--- src/rtl/loader_pkg.sv ---
// ============================================================================
// Module   : loader_pkg
// Brief    : Shared state encoding, fault codes and header field order for the UART boot loader.
// Revision : 1.0
// ============================================================================
`default_nettype none

package loader_pkg;

    typedef enum logic [3:0] {
        ST_IDLE,
        ST_ADDR_LO,
        ST_ADDR_HI,
        ST_LEN_LO,
        ST_LEN_HI,
        ST_DATA,
        ST_CSUM,
        ST_DONE,
        ST_FAIL
    } state_t;

    typedef enum logic [1:0] {
        ERR_NONE    = 2'd0,
        ERR_CSUM    = 2'd1,
        ERR_TIMEOUT = 2'd2,
        ERR_LEN     = 2'd3
    } err_t;

    // Header bytes arrive in this order, followed by the payload and one checksum byte.
    typedef enum logic [1:0] {
        FLD_ADDR_LO,
        FLD_ADDR_HI,
        FLD_LEN_LO,
        FLD_LEN_HI
    } hdr_field_t;

    function automatic logic is_active(input state_t s);
        return !(s inside {ST_IDLE, ST_DONE, ST_FAIL});
    endfunction

endpackage

`default_nettype wire

--- src/rtl/idle_timer.sv ---
// ============================================================================
// Module   : idle_timer
// Brief    : Counts idle cycles between strobes; expired holds once TIMEOUT_CLKS-1 is reached.
// Revision : 1.0
// ============================================================================
`default_nettype none

module idle_timer #(
    parameter int TIMEOUT_CLKS = 5000000
) (
    input  logic clk,
    input  logic rst,
    input  logic clear,
    input  logic enable,
    output logic expired
);

    localparam int c_W = (TIMEOUT_CLKS > 2) ? $clog2(TIMEOUT_CLKS) : 1;
    localparam logic [c_W-1:0] c_LAST = c_W'(TIMEOUT_CLKS - 1);

    logic [c_W-1:0] r_count;

    always_ff @(posedge clk) begin
        if (rst || clear) begin
            r_count <= '0;
        end else if (enable && !expired) begin
            r_count <= r_count + c_W'(1);
        end
    end

    assign expired = (r_count == c_LAST);

endmodule

`default_nettype wire

--- src/rtl/uart_boot_loader.sv ---
// ============================================================================
// Module   : uart_boot_loader
// Brief    : Receives an addressed, length-prefixed, checksummed frame and writes it to RAM.
// Revision : 1.0
// ============================================================================
`default_nettype none

module uart_boot_loader
    import loader_pkg::*;
#(
    parameter int          TIMEOUT_CLKS = 5000000,
    parameter logic [15:0] MAX_LEN      = 16'hFFFF
) (
    input  logic        clk,
    input  logic        rst,
    input  logic        start,
    input  logic [7:0]  rx_data,
    input  logic        rx_strobe,
    output logic [15:0] mem_addr,
    output logic [7:0]  mem_wdata,
    output logic        mem_we,
    output logic        cpu_hold,
    output logic        done,
    output logic        error,
    output logic [1:0]  err_code
);

    state_t      r_state, w_state_n;
    logic [15:0] r_addr, w_addr_n;
    logic [15:0] r_count, w_count_n;
    logic [7:0]  r_sum, w_sum_n;
    logic [15:0] r_mem_addr, w_mem_addr_n;
    logic [7:0]  r_mem_wdata, w_mem_wdata_n;
    logic        r_mem_we, w_mem_we_n;
    logic        r_done, w_done_n;
    logic        r_error, w_error_n;
    err_t        r_err_code, w_err_code_n;
    logic        w_active;
    logic        w_expired;
    logic [7:0]  w_sum_acc;
    logic [15:0] w_len;

    assign w_active  = is_active(r_state);
    assign w_sum_acc = r_sum + rx_data;
    // len_lo is parked in the low byte of the count register until len_hi arrives
    assign w_len     = {rx_data, r_count[7:0]};

    idle_timer #(
        .TIMEOUT_CLKS (TIMEOUT_CLKS)
    ) u_idle_timer (
        .clk     (clk),
        .rst     (rst),
        .clear   (rx_strobe || !w_active),
        .enable  (w_active),
        .expired (w_expired)
    );

    always_ff @(posedge clk) begin
        if (rst) begin
            r_state     <= ST_IDLE;
            r_addr      <= '0;
            r_count     <= '0;
            r_sum       <= '0;
            r_mem_addr  <= '0;
            r_mem_wdata <= '0;
            r_mem_we    <= 1'b0;
            r_done      <= 1'b0;
            r_error     <= 1'b0;
            r_err_code  <= ERR_NONE;
        end else begin
            r_state     <= w_state_n;
            r_addr      <= w_addr_n;
            r_count     <= w_count_n;
            r_sum       <= w_sum_n;
            r_mem_addr  <= w_mem_addr_n;
            r_mem_wdata <= w_mem_wdata_n;
            r_mem_we    <= w_mem_we_n;
            r_done      <= w_done_n;
            r_error     <= w_error_n;
            r_err_code  <= w_err_code_n;
        end
    end

    always_comb begin
        w_state_n     = r_state;
        w_addr_n      = r_addr;
        w_count_n     = r_count;
        w_sum_n       = r_sum;
        w_mem_addr_n  = r_mem_addr;
        w_mem_wdata_n = r_mem_wdata;
        w_mem_we_n    = 1'b0;
        w_done_n      = r_done;
        w_error_n     = r_error;
        w_err_code_n  = r_err_code;

        case (r_state)
            ST_IDLE: begin
                if (start) begin
                    w_state_n    = ST_ADDR_LO;
                    w_addr_n     = '0;
                    w_count_n    = '0;
                    w_sum_n      = '0;
                    w_done_n     = 1'b0;
                    w_error_n    = 1'b0;
                    w_err_code_n = ERR_NONE;
                end
            end
            ST_ADDR_LO: if (rx_strobe) begin
                w_addr_n  = {r_addr[15:8], rx_data};
                w_sum_n   = w_sum_acc;
                w_state_n = ST_ADDR_HI;
            end
            ST_ADDR_HI: if (rx_strobe) begin
                w_addr_n  = {rx_data, r_addr[7:0]};
                w_sum_n   = w_sum_acc;
                w_state_n = ST_LEN_LO;
            end
            ST_LEN_LO: if (rx_strobe) begin
                w_count_n = {8'h00, rx_data};
                w_sum_n   = w_sum_acc;
                w_state_n = ST_LEN_HI;
            end
            ST_LEN_HI: if (rx_strobe) begin
                w_count_n = w_len;
                w_sum_n   = w_sum_acc;
                if ({1'b0, w_len} > {1'b0, MAX_LEN}) begin
                    w_state_n    = ST_FAIL;
                    w_error_n    = 1'b1;
                    w_err_code_n = ERR_LEN;
                end else if (w_len == 16'd0) begin
                    w_state_n = ST_CSUM;
                end else begin
                    w_state_n = ST_DATA;
                end
            end
            ST_DATA: if (rx_strobe) begin
                w_mem_we_n    = 1'b1;
                w_mem_addr_n  = r_addr;
                w_mem_wdata_n = rx_data;
                w_addr_n      = r_addr + 16'd1;
                w_count_n     = r_count - 16'd1;
                w_sum_n       = w_sum_acc;
                if (r_count == 16'd1) begin
                    w_state_n = ST_CSUM;
                end
            end
            ST_CSUM: if (rx_strobe) begin
                if (rx_data == r_sum) begin
                    w_state_n = ST_DONE;
                    w_done_n  = 1'b1;
                end else begin
                    w_state_n    = ST_FAIL;
                    w_error_n    = 1'b1;
                    w_err_code_n = ERR_CSUM;
                end
            end
            ST_DONE, ST_FAIL: begin
                if (!start) begin
                    w_state_n = ST_IDLE;
                end
            end
            default: w_state_n = ST_IDLE;
        endcase

        // A strobe in the same cycle as expiry takes precedence over the timeout.
        if (w_active && !rx_strobe && w_expired) begin
            w_state_n    = ST_FAIL;
            w_done_n     = 1'b0;
            w_error_n    = 1'b1;
            w_err_code_n = ERR_TIMEOUT;
        end
    end

    assign mem_addr  = r_mem_addr;
    assign mem_wdata = r_mem_wdata;
    assign mem_we    = r_mem_we;
    assign cpu_hold  = w_active;
    assign done      = r_done;
    assign error     = r_error;
    assign err_code  = r_err_code;

endmodule

`default_nettype wire

--- config.mk ---
export PLATFORM = sky130hd
export DESIGN_NAME = uart_boot_loader
export DESIGN_NICKNAME = d
export VERILOG_FILES = /design/src/rtl/loader_pkg.sv /design/src/rtl/idle_timer.sv /design/src/rtl/uart_boot_loader.sv
export SDC_FILE = /design/constraint.sdc
export NUM_CORES = 1
export LEC_CHECK = 0
export BUFFER_PORTS_ARGS = -buffer_cell sky130_fd_sc_hd__buf_4
export CAP_MARGIN = 10
export CORE_MARGIN = 5
export CORE_UTILIZATION = 47
export DETAILED_ROUTE_END_ITERATION = 10
export PLACE_DENSITY_LB_ADDON = 0.2
export SLEW_MARGIN = 20
export SYNTH_ARGS = -nofsm -noshare
export SYNTH_HDL_FRONTEND = slang
export SYNTH_SLANG_ARGS = --single-unit
--- constraint.sdc ---
create_clock -name clk -period 2.3 [get_ports clk]
set_input_delay 0.23 -clock clk [delete_from_list [all_inputs] [get_ports clk]]
set_output_delay 0.23 -clock clk [all_outputs]
set_load 0.005 [all_outputs]
# After elaboration in Yosys (flattened, before gate mapping)

Cells that the tools add are included.

Divide/modulo/power cells: 0
Order comparisons: 0
Multiplexer cells: 38
Multiply operators: 0
Add/subtract/negate cells: 4
Bitwise operators: 4
Reduce and logical (&&, ||, !) cells: 33
Eq/ne operators: 33
Shifts and indexed selects: 0

Operators by type and width:

| kind                                                                   | count |
|---|---|
| 16-bit case mux with 4 select lines                                    | 2 |
| 16-bit 2-to-1 mux                                                      | 5 |
| 4-bit 2-to-1 mux                                                       | 11 |
| 4-bit case mux with 8 select lines                                     | 1 |
| 3-bit != test, second input constant                                   | 9 |
| 8-bit 2-to-1 mux                                                       | 3 |
| 23-bit by 1-bit adder with 23-bit output, second input constant        | 1 |
| 23-bit equality test, second input constant                            | 1 |
| 2-bit != test, second input constant                                   | 11 |
| 5-bit AND reduction                                                    | 4 |
| 9-bit AND reduction                                                    | 2 |
| 16-bit by 1-bit adder with 16-bit output, second input constant        | 1 |
| 16-bit by 1-bit equality test with 1-bit output, second input constant | 1 |
| 4-bit by 3-bit equality test with 1-bit output, second input constant  | 4 |
| 16-bit zero test                                                       | 1 |
| 8-bit case mux with 2 select lines                                     | 1 |
| 16-bit by 1-bit subtractor with 16-bit output, second input constant   | 1 |
| 3-bit nonzero test                                                     | 5 |
| 4-bit AND reduction                                                    | 3 |
| 2-bit 2-to-1 mux                                                       | 5 |
| 8-bit adder                                                            | 1 |
| 4-bit by 2-bit equality test with 1-bit output, second input constant  | 2 |
| 8-bit equality test                                                    | 1 |
| 1-bit 2-to-1 mux                                                       | 7 |
| 17 further kinds                                                       | 29 |

Word-level logic and storage cells: 127
Register bits after elaboration: 96
Latch bits: 0
Memories: 0
RAM bits: 0
Memory bits (read-only): 0

# Depth between registers and ports, before layout

Gate-level depths: netlist of the first run.

Word-level depth: 7
Gate-level depth with buffers: 8
Mapped depth without buffers: 8

# Modules after synthesis

A second synthesis of the first run with hierarchy kept.

Cell total of the unflattened synthesis: 660
Area total of the unflattened synthesis: 5287.6 µm²

By module, submodules not included:

| module           | instances | area an instance (µm²) | cells an instance |
|---|---|---|---|
| uart_boot_loader | 1         | 4106.4                 | 529 |
| idle_timer       | 1         | 1181.1                 | 131 |

# Worst setup path after synthesis of the first run

Ideal clock, no wire load.

Path type: register -> register
From: register r_sum[0]
To: register r_sum[6]
Path slack: 496 ps
Buffers on the path: 0
Required time: 2178 ps
Clock period less this slack: 1804 ps
Cell stages (with the launch flop): 9
Setup time: 122 ps
Data arrival time: 1682 ps
Cells stage by stage: dfxtp_1 -> ha_1 -> fa_1 -> a21o_1 -> a21oi_1 -> o21bai_1 -> a21oi_1 -> xor2_1 -> o21ai_0

Longest elaborated chain between the ends: 3

RTL lines:

| element                            | RTL line               | RTL |
|---|---|---|
| start: declaration                 | uart_boot_loader.sv:31 | `logic [7:0] r_sum, w_sum_n;` |
| start signal: assignment           | uart_boot_loader.sv:74 | `r_sum <= w_sum_n;` |
| 8-bit adder                        | uart_boot_loader.sv:44 | `assign w_sum_acc = r_sum + rx_data;` |
| 8-bit 2-to-1 mux                   | n/a                    |  |
| 8-bit case mux with 2 select lines | uart_boot_loader.sv:96 | `case (r_state)` |

No other way between the ends. The select of a mux whose other input is x is not followed.
A chain may end at the register's enable or synchronous reset.

# Final worst setup path of the first run

From: register r_count[4]
To: register r_state[1]

Longest elaborated chain between the ends: 4

RTL lines:

| element                            | RTL line                | RTL |
|---|---|---|
| start: declaration                 | uart_boot_loader.sv:30  | `logic [15:0] r_count, w_count_n;` |
| start signal: assignment           | uart_boot_loader.sv:73  | `r_count <= w_count_n;` |
| 16-bit zero test                   | uart_boot_loader.sv:130 | `end else if (w_len == 16'd0) begin` |
| 2-bit 2-to-1 mux                   | uart_boot_loader.sv:130 |  |
| 4-bit 2-to-1 mux                   | uart_boot_loader.sv:123 | `ST_LEN_HI: if (rx_strobe) begin` |
| 4-bit case mux with 8 select lines | uart_boot_loader.sv:96  |  |
| end signal: assignment             | uart_boot_loader.sv:71  | `r_state <= w_state_n;` |
| end: declaration                   | uart_boot_loader.sv:28  | `state_t r_state, w_state_n;` |

Parallel ways exist; a longest one is shown, timed or not. The select of a mux whose other input is x is not followed.

==> impl_metrics.yaml, run 1 <==
status:
  status: "complete, no violations"
sta:
  max-slew-margin-rel: 0.5744
  fmax_mhz: 476.8
  finalMaxSlewViolations: 0
  fin_crit_ns: 2.097
  tightest_slew_ns: 0.6350
  setup_viol: 0
  timing.hold.ws_ns: 0.1482
  rsz0062_at_grt: "false"
  skew_ns: 0.009264
  setup_tns_ns: 0
  hold_violations: 0
  fin_crit_sh: 0.9118
route:
  drt_first_pass_iters: 4
  vias_per_cell: 5.783
  drc_errors: 0
  ant_nets: 0
  wl_per_cell_um: 16.01
  drt-total-wl_mm: 13.27
  first_iter_violations: 397
  vias: 4794
setup_path:
  cp_num_cells: 5
  critPathLaunchType: "flip-flop"
  critPathBufInv: 0
  worstSetupPathType: "flip-flop to flip-flop"
  worstPathArrival_ns: 2.36
  end_kind: "flip-flop"
  cp_cell_sequence: "or4_4 > o31ai_1 > and3_1 > mux2i_1 > nor2_1"
  path_delay_family: "simple AND/OR/NAND/NOR gates"
  r2r_start: "r_count[4]"
  crit_fanout: 7
  rr_worst_depth: 5
  required_ns: 2.56
  critPathLaunch: "r_count[4]"
  slowest_stage: "or4_4"
  critPathMaxStageDelay_ns: 0.59
synth:
  synth_xor_xnor_area_share: 0.07729
  yosys.cell_count.top_type: "dfxtp_1"
  synth_edf_count: 0
  yosys_warnings: 0
  synth_area_leaders: "dfxtp_1 37%, nand2_1 6.9%, nor2_1 5.6%"
  synth.distinct_cells: 73
  synth_mux_area_frac: 0.007946
  synthFlopType: "dfxtp_1"
  synth_top_family_by_area: "simple AND/OR/NAND/NOR gates"
  async_flop_share: 0
  netlist.area_leader.share: 0.3699
  syn_nets: 660
  synth-seq-cells: 96
  synth_compound_area_frac: 0.1934
  seq_area_frac_synth: 0.3699
  synthSimpleGateAreaFrac: 0.2764
  syn_area_per_cell_sq_um: 8.183
  synth_area_sq_um: 5196
  postSynthCellCount: 635
  synth_top_cells_by_count: "96 x dfxtp_1, 95 x nand2_1, 78 x nor2_1, 45 x a21oi_1"
  synthAdderAreaFrac: 0.03275
  synth_largest_area_cell: "dfxtp_1"
floorplan:
  fp.dieW_um: 115.1
  die_h_um: 115.1
  dieArea_sq_um: 13260
  coreArea_sq_um: 10840
  rows: 38
  ios: 42
  initial_core_util: 0.4793
global_routing:
  track_usage: 0.2087
  grt_max_degree: 52
  grt_overflow_total: 0
  grt_pass1_vias: 4595
  grt_pass1_wl_mm: 22.38
  antenna_found_initial: 0
pwr:
  vdd_ir_drop_max_v: 0.0004064
  p_per_area_nw_per_um2: 860.3
  total_leakage_power_nw: 2.258
flow_run:
  max_cap_violations: 0
placement:
  io_buffers: 41
  dp_hpwl_mm: 9.415
  gp_congestion: 0.9124
worst_hold_path:
  min_path_type: "input pin to flip-flop"
  hold_depth: 2
  hold_start: "rst"
clock_network:
  tritoncts: "yes"
  cts_max_level: 3
  post_cts_buffers: 0
  clkTransAtPathRegs_ns: 0.10
  clock_latency_ns: 0.37
  numCtsBuffers: 9
  cts.sinks: 96
  cts_root_buf: "clkbuf_8"
  cts.path.max_buffers: 2
layout:
  layout-area-overhead-vs-synth_pct: 14.50
  drive_gt1_frac: 0.1771
  final_nets: 709
  n_antenna_cell: 0
[final timing paths]
| path | slack [ns] | end |
|---|---|---|
| worst max-delay path | 0.20 | r_state[1] |
| worst min-delay path | 0.15 | r_count[6] |
| worst max register to register | 0.20 | r_state[1] |
| worst min register to register | 0.46 | mem_addr[0] |
[placed cells by master, fill, tap and decap left out, drive strengths merged, types with 3 or more instances in the layout]
master  synthesis  layout
a211oi         14      14
nor3b           4       4
a31oi           6       6
o21ai          23      23
xnor2          18      18
clkbuf         17      10
inv            10      12
nor2           79      79
nand4          12      12
nor4            8       8
nor3           17      17
a22oi          28      28
or3             3       3
nand3          22      22
o31ai           3       3
nor2b           6       6
and2            5       5
o21bai          3       3
nand2          96      96
a21oi          45      45
and3           13      13
dfxtp          96      96
a22o            5       5
nand2b          3       3
and4            7       7
buf            17      72
xor2           27      27
mux2i           3       3
ha             12      12
[registers in the layout, indices dropped and copies added, names as in the netlist, 2 cells and up]
register and count:
err_code 2, mem_addr 16, mem_wdata 8, r_addr 16, r_count 16, r_state 4, r_sum 8, u_idle_timer.r_count 23
[stage by stage]
step,cell area [sq um],utilization,total power [mW],cells,worst slack (ns)
4_1_cts,5946,0.5485,5.145,829,0.02825
2_1_floorplan,5196,-,3.444,635,0.4959
5_1_grt,5949,0.5488,5.481,829,0.02471
3_5_place_dp,5743,0.5298,3.978,813,0.03561
6_report,5949,0.5488,5.118,829,0.2028
3_3_place_gp,5743,0.5298,3.928,813,0.1485
[per-layer routing]
layer	global-route usage	wire length, um	up-vias
met5	0	0	-
met4	0.08216	290	0
met3	0.03263	721	23
met2	0.3573	6457	133
met1	0.2631	5800	2283
li1	-	-	2355
[final cells by class]
class / instances / area (sq um)
Clock buffer: 10 / 137.6
Clock inverter: 6 / 65.06
Fill cell: 1059 / 4891
Inverter: 10 / 37.54
Multi-Input combinational cell: 495 / 3058
Sequential cell: 96 / 1923
Tap cell: 140 / 175.2
Timing Repair Buffer: 72 / 553.0
[report_power, final]
group | switching [mW] | internal, mW | total, mW
clock network | 0.616 | 0.537 | 1.15
registers | 0.170 | 1.81 | 1.98
logic | 1.15 | 0.836 | 1.99
total | 1.94 | 3.18 | 5.12
[logic make-up (layout without fill, tap and decap cells)]
kind of cell / after synthesis / after routing
and+or+nand+nor: 284 / 284
AOI/OAI and AO/OA: 149 / 149
DFF: 96 / 96
xor gates and xnor gates: 45 / 45
buffers and inverters: 44 / 98
adders and majority gates: 13 / 13
muxes: 4 / 4
[repair_timing]
action	CTS	global route
resized for setup	0	2
hold buffers	0	0
endpoints found under the setup margin	0	42
Note: power is estimated with default switching activity, not from simulation.
==> run 2: changes to the inputs <==
--- a/config.mk
+++ b/config.mk
@@ -10,7 +10,7 @@
 export CORE_MARGIN = 5
 export CORE_UTILIZATION = 47
 export DETAILED_ROUTE_END_ITERATION = 10
-export PLACE_DENSITY_LB_ADDON = 0.2
+export PLACE_DENSITY = 0.67
 export SLEW_MARGIN = 20
 export SYNTH_ARGS = -nofsm -noshare
 export SYNTH_HDL_FRONTEND = slang
==> impl_metrics.yaml, run 2 (synthesized netlist as in run 1, its figures left out) <==
status:
  status: "complete, no violations"
sta:
  fin_crit_ns: 2.076
  finalMaxSlewViolations: 0
  hold_violations: 0
  fin_crit_sh: 0.9024
  timing.hold.ws_ns: 0.1913
  setup_viol: 0
  setup_tns_ns: 0
  rsz0062_at_grt: "false"
  skew_ns: 0.005976
  tightest_slew_ns: 0.5621
  fmax_mhz: 481.8
  max-slew-margin-rel: 0.6218
global_routing:
  grt_pass1_wl_mm: 21.68
  grt_overflow_total: 0
  grt_max_degree: 36
  track_usage: 0.2022
  grt_pass1_vias: 4366
  antenna_found_initial: 0
route:
  drt_first_pass_iters: 5
  ant_nets: 0
  drc_errors: 0
  vias: 4698
  wl_per_cell_um: 15.92
  drt-total-wl_mm: 13.15
  first_iter_violations: 326
  vias_per_cell: 5.688
setup_path:
  worstSetupPathType: "flip-flop to flip-flop"
  crit_fanout: 15
  critPathMaxStageDelay_ns: 0.64
  critPathLaunch: "r_state[1]"
  path_delay_family: "compound AO/OA/AOI/OAI gates"
  slowest_stage: "dfxtp_1"
  r2r_start: "r_state[1]"
  critPathBufInv: 0
  critPathLaunchType: "flip-flop"
  required_ns: 2.56
  r2r_slack_ns: 0.22
  cp_cell_sequence: "nor3_1 > o21bai_2 > a211oi_2 > and4_1 > xnor2_1 > nor2_1"
  end_kind: "flip-flop"
  worstPathArrival_ns: 2.34
floorplan:
  rows: 38
  initial_core_util: 0.4793
  coreArea_sq_um: 10840
  fp.dieW_um: 115.1
  die_h_um: 115.1
  ios: 42
  dieArea_sq_um: 13260
clock_network:
  numCtsBuffers: 9
  cts.sinks: 96
  cts.path.max_buffers: 2
  cts_max_level: 3
  tritoncts: "yes"
  clock_latency_ns: 0.37
  clkTransAtPathRegs_ns: 0.09
  cts_root_buf: "clkbuf_8"
  post_cts_buffers: 0
flow_run:
  max_cap_violations: 0
pwr:
  p_per_area_nw_per_um2: 860.3
  vdd_ir_drop_max_v: 0.0005704
  fin_total_pwr_mw: 5.103
  total_leakage_power_nw: 2.246
layout:
  largest_reg_flops: 23
  mostFrequentLayoutCells: "95 x nand2_1, 95 x dfxtp_1, 78 x nor2_1"
  n_antenna_cell: 0
  layout-area-overhead-vs-synth_pct: 14.16
  final_nets: 707
  num-fill-cells: 1047
  utilization: 0.5472
  largest_register: "u_idle_timer.r_count"
  drive_gt1_frac: 0.1720
worst_hold_path:
  min_path_type: "input pin to flip-flop"
  hold_start: "rx_data[7]"
placement:
  io_buffers: 41
  dp_hpwl_mm: 9.329
  gp_congestion: 0.9541
run 2: changes by cell type in the layout (fill, tap and decap cells not counted), sizes merged:
cell	previous run	this run
buf	72	70
clkbuf	10	11
clkinv	2	1
inv	12	11
run 2: through the flow:
stage	worst slack (ns)	std cells	instance area [sq um]
after floorplan	0.4959	635	5196
after global placement	0.2116	811	5728
after detailed placement	0.1838	811	5728
after CTS	0.1373	826	5931
after global routing	0.04706	826	5932
final	0.2245	826	5932
run 2: tightest hold or removal path, delay by kind of cell:
family | cells | cell delay (ns)
AO/OA/AOI/OAI | 1 | 0.05
buffers and inverters | 1 | 0.16
AND/OR/NAND/NOR | 1 | 0.07
run 2: repair_timing:
item	4_1_cts	5_1_grt
resized for setup	0	1
hold endpoints to repair	0	0
hold buffers	0	0
endpoints found under the setup margin	0	1
run 2: final cells by class:
class | count | area, sq um | share of cell area
clock buffer | 11 | 151.4 | 0.02552
sequential | 96 | 1923 | 0.3242
timing repair buffer | 70 | 538.0 | 0.09070
inverter | 10 | 37.54 | 0.006328
tap | 140 | 175.2 | 0.02953
multi-input combinational | 495 | 3055 | 0.5151
clock inverter | 4 | 51.30 | 0.008648
run 2: path summary, 6_finish.rpt:
check,to,cells past startpoint
min,mem_wdata[7],3
max reg2reg,u_idle_timer.r_count[6],6
max,u_idle_timer.r_count[6],6
min reg2reg,mem_wdata[4],2
run 2: layer usage:
layer  global-route usage  vias to the layer above  share of wire
met2               0.3322                      122           0.49
met5                    0                        -              0
li1                     -                     2349              -
met1               0.2589                     2207           0.44
met3              0.05316                       20          0.052
met4              0.06573                        0          0.019
run 2: power by group:
part | switching [mW] | internal (mW)
Sequential | 0.211 | 1.81
Combinational | 1.11 | 0.827
Clock | 0.590 | 0.558
==> run 3: changes to the inputs <==
--- a/config.mk
+++ b/config.mk
@@ -9,6 +9,7 @@
 export CAP_MARGIN = 10
 export CORE_MARGIN = 5
 export CORE_UTILIZATION = 47
+export CTS_CLUSTER_DIAMETER = 80
 export DETAILED_ROUTE_END_ITERATION = 10
 export PLACE_DENSITY = 0.67
 export SLEW_MARGIN = 20
==> constraint.sdc (replaced) <==
create_clock -name clk -period 2.45 [get_ports clk]
set_input_delay 0.245 -clock clk [delete_from_list [all_inputs] [get_ports clk]]
set_output_delay 0.245 -clock clk [all_outputs]
set_load 0.005 [all_outputs]
==> impl_metrics.yaml, run 3 (synthesized netlist as in run 1, its figures left out) <==
setup_path:
  crit_fanout: 16
  r2r_start: "r_count[13]"
  r2r_slack_ns: 0.22
  r2r-end: "r_state[1]"
  required_ns: 2.20
  critPathLaunchType: "flip-flop"
  worstSetupPathType: "flip-flop to output pin"
  worstPathArrival_ns: 2.01
  end_kind: "output pin"
  rr_worst_depth: 6
sta:
  skew_ns: 0.01447
  fmax_mhz: 443.1
  max-slew-margin-rel: 0.5233
  setup_tns_ns: 0
  fin_crit_sh: 0.9211
  tightest_slew_ns: 0.7086
  hold_violations: 0
  fin_crit_ns: 2.257
  setup_viol: 0
  finalMaxSlewViolations: 0
  rsz0062_at_grt: "false"
global_routing:
  grt_pass1_wl_mm: 21.32
  grt_overflow_total: 0
  antenna_found_initial: 0
  grt_max_degree: 41
  track_usage: 0.2006
  grt_pass1_vias: 4301
pwr:
  internal_power_mw: 2.850
  total_leakage_power_nw: 2.191
  p_switching_mw: 1.807
  combPwrFrac: 0.372
  p_seq_frac: 0.413
  swShare: 0.3881
  vdd_ir_drop_max_v: 0.0005068
  power.share.clock: 0.215
  p_per_area_nw_per_um2: 798.0
layout:
  largest_reg_flops: 23
  mostFrequentLayoutCell: "dfxtp_1"
  utilization: 0.5383
  layout-area-overhead-vs-synth_pct: 12.30
  final_nets: 697
  drive_gt1_frac: 0.1581
  n_antenna_cell: 0
  mostFrequentLayoutCells: "96 x dfxtp_1, 95 x nand2_1, 78 x nor2_1"
  largest_register: "u_idle_timer.r_count"
route:
  drt-total-wl_mm: 13.26
  drt-met1-wl_mm: 5.815
  first_iter_violations: 361
  drt_first_pass_iters: 5
  wl_met2_mm: 6.266
  ant_nets: 0
  drc_errors: 0
  vias: 4763
  wl_per_cell_um: 16.22
  met3_length_um: 747
  vias_per_cell: 5.830
  highest_layer: "met4"
clock_network:
  post_cts_buffers: 0
  numCtsBuffers: 9
  tritoncts: "yes"
  hold_buffers: 0
  clkTransAtPathRegs_ns: 0.09
  cts_root_buf: "clkbuf_8"
  cts_resized: 0
  cts.sinks: 96
  cts_max_level: 3
  clock_latency_ns: 0.38
  cts.path.max_buffers: 2
worst_hold_path:
  hold_depth: 3
  holdPathEnd: "mem_wdata[0]"
  hold_start: "rx_data[0]"
  min_path_type: "input pin to flip-flop"
floorplan:
  ios: 42
  dieArea_sq_um: 13260
  fp.dieW_um: 115.1
  rows: 38
  coreArea_sq_um: 10840
  initial_core_util: 0.4793
  die_h_um: 115.1
placement:
  gp_congestion: 0.9231
  io_buffers: 41
  dp_hpwl_mm: 9.216
flow_run:
  max_cap_violations: 0
status:
  status: "complete, no violations"
run 3: changes by cell type in the layout (fill, tap and decap cells not counted), sizes merged:
cell,change
buf,-10
bufinv,-1
clkbuf,+1
clkinv,+2
clkinvlp,-1
run 3: layer usage:
| metal | global-route usage | vias up |
|---|---|---|
| li1 | - | 2342 |
| met1 | 0.2586 | 2248 |
| met2 | 0.3206 | 147 |
| met3 | 0.03579 | 26 |
| met4 | 0.1049 | 0 |
| met5 | 0 | - |
run 3: final cells by class:
type	count	area, sq um
fill	1036	5005
multi-input combinational	495	3055
sequential	96	1922
timing repair buffer	60	462.9
tap	140	175.2
clock buffer	12	155.1
inverter	10	37.54
clock inverter	4	27.53
run 3: worst max-delay path by stage:
stage / cells past startpoint / endpoint / startpoint
5_1_grt: 6 / u_idle_timer.r_count[12] / r_state[0]
2_1_floorplan: 8 / r_sum[6] / r_sum[0]
4_1_cts: 5 / cpu_hold / r_state[1]
6_report: 5 / cpu_hold / r_state[1]
3_5_place_dp: 8 / err_code[1] / rx_data[2]
3_3_place_gp: 8 / err_code[1] / rx_data[2]
run 3: power groups by stage:
stage          clock, mW  sequential [mW]  combinational [mW]
6_report            1.00             1.92                1.73
5_1_grt             1.08             1.95                1.90
4_1_cts             1.03             1.91                1.72
3_5_place_dp           0             1.94                1.71
3_3_place_gp           0             1.94                1.66
2_1_floorplan          0             1.83                1.40
run 3: metrics by stage:
stage          std cells  total power, mW  hold WS, ns  setup slack, ns  instance area (sq um)
2_1_floorplan        635            3.233       0.3810           0.6459                   5196
3_3_place_gp         801            3.600       0.4443           0.2775                   5653
3_5_place_dp         801            3.651       0.4478           0.2493                   5653
4_1_cts              817            4.661       0.1631           0.2111                   5836
5_1_grt              817            4.929       0.1832          0.08164                   5836
6_report             817            4.657       0.1786           0.1933                   5836
run 3: critical path, stage by stage, from the launching register on:
cell,delay (ns)
dfxtp_1,0.71
buf_4,0.24
nand2_1,0.11
o21bai_2,0.33
inv_2,0.10
buf_4,0.15
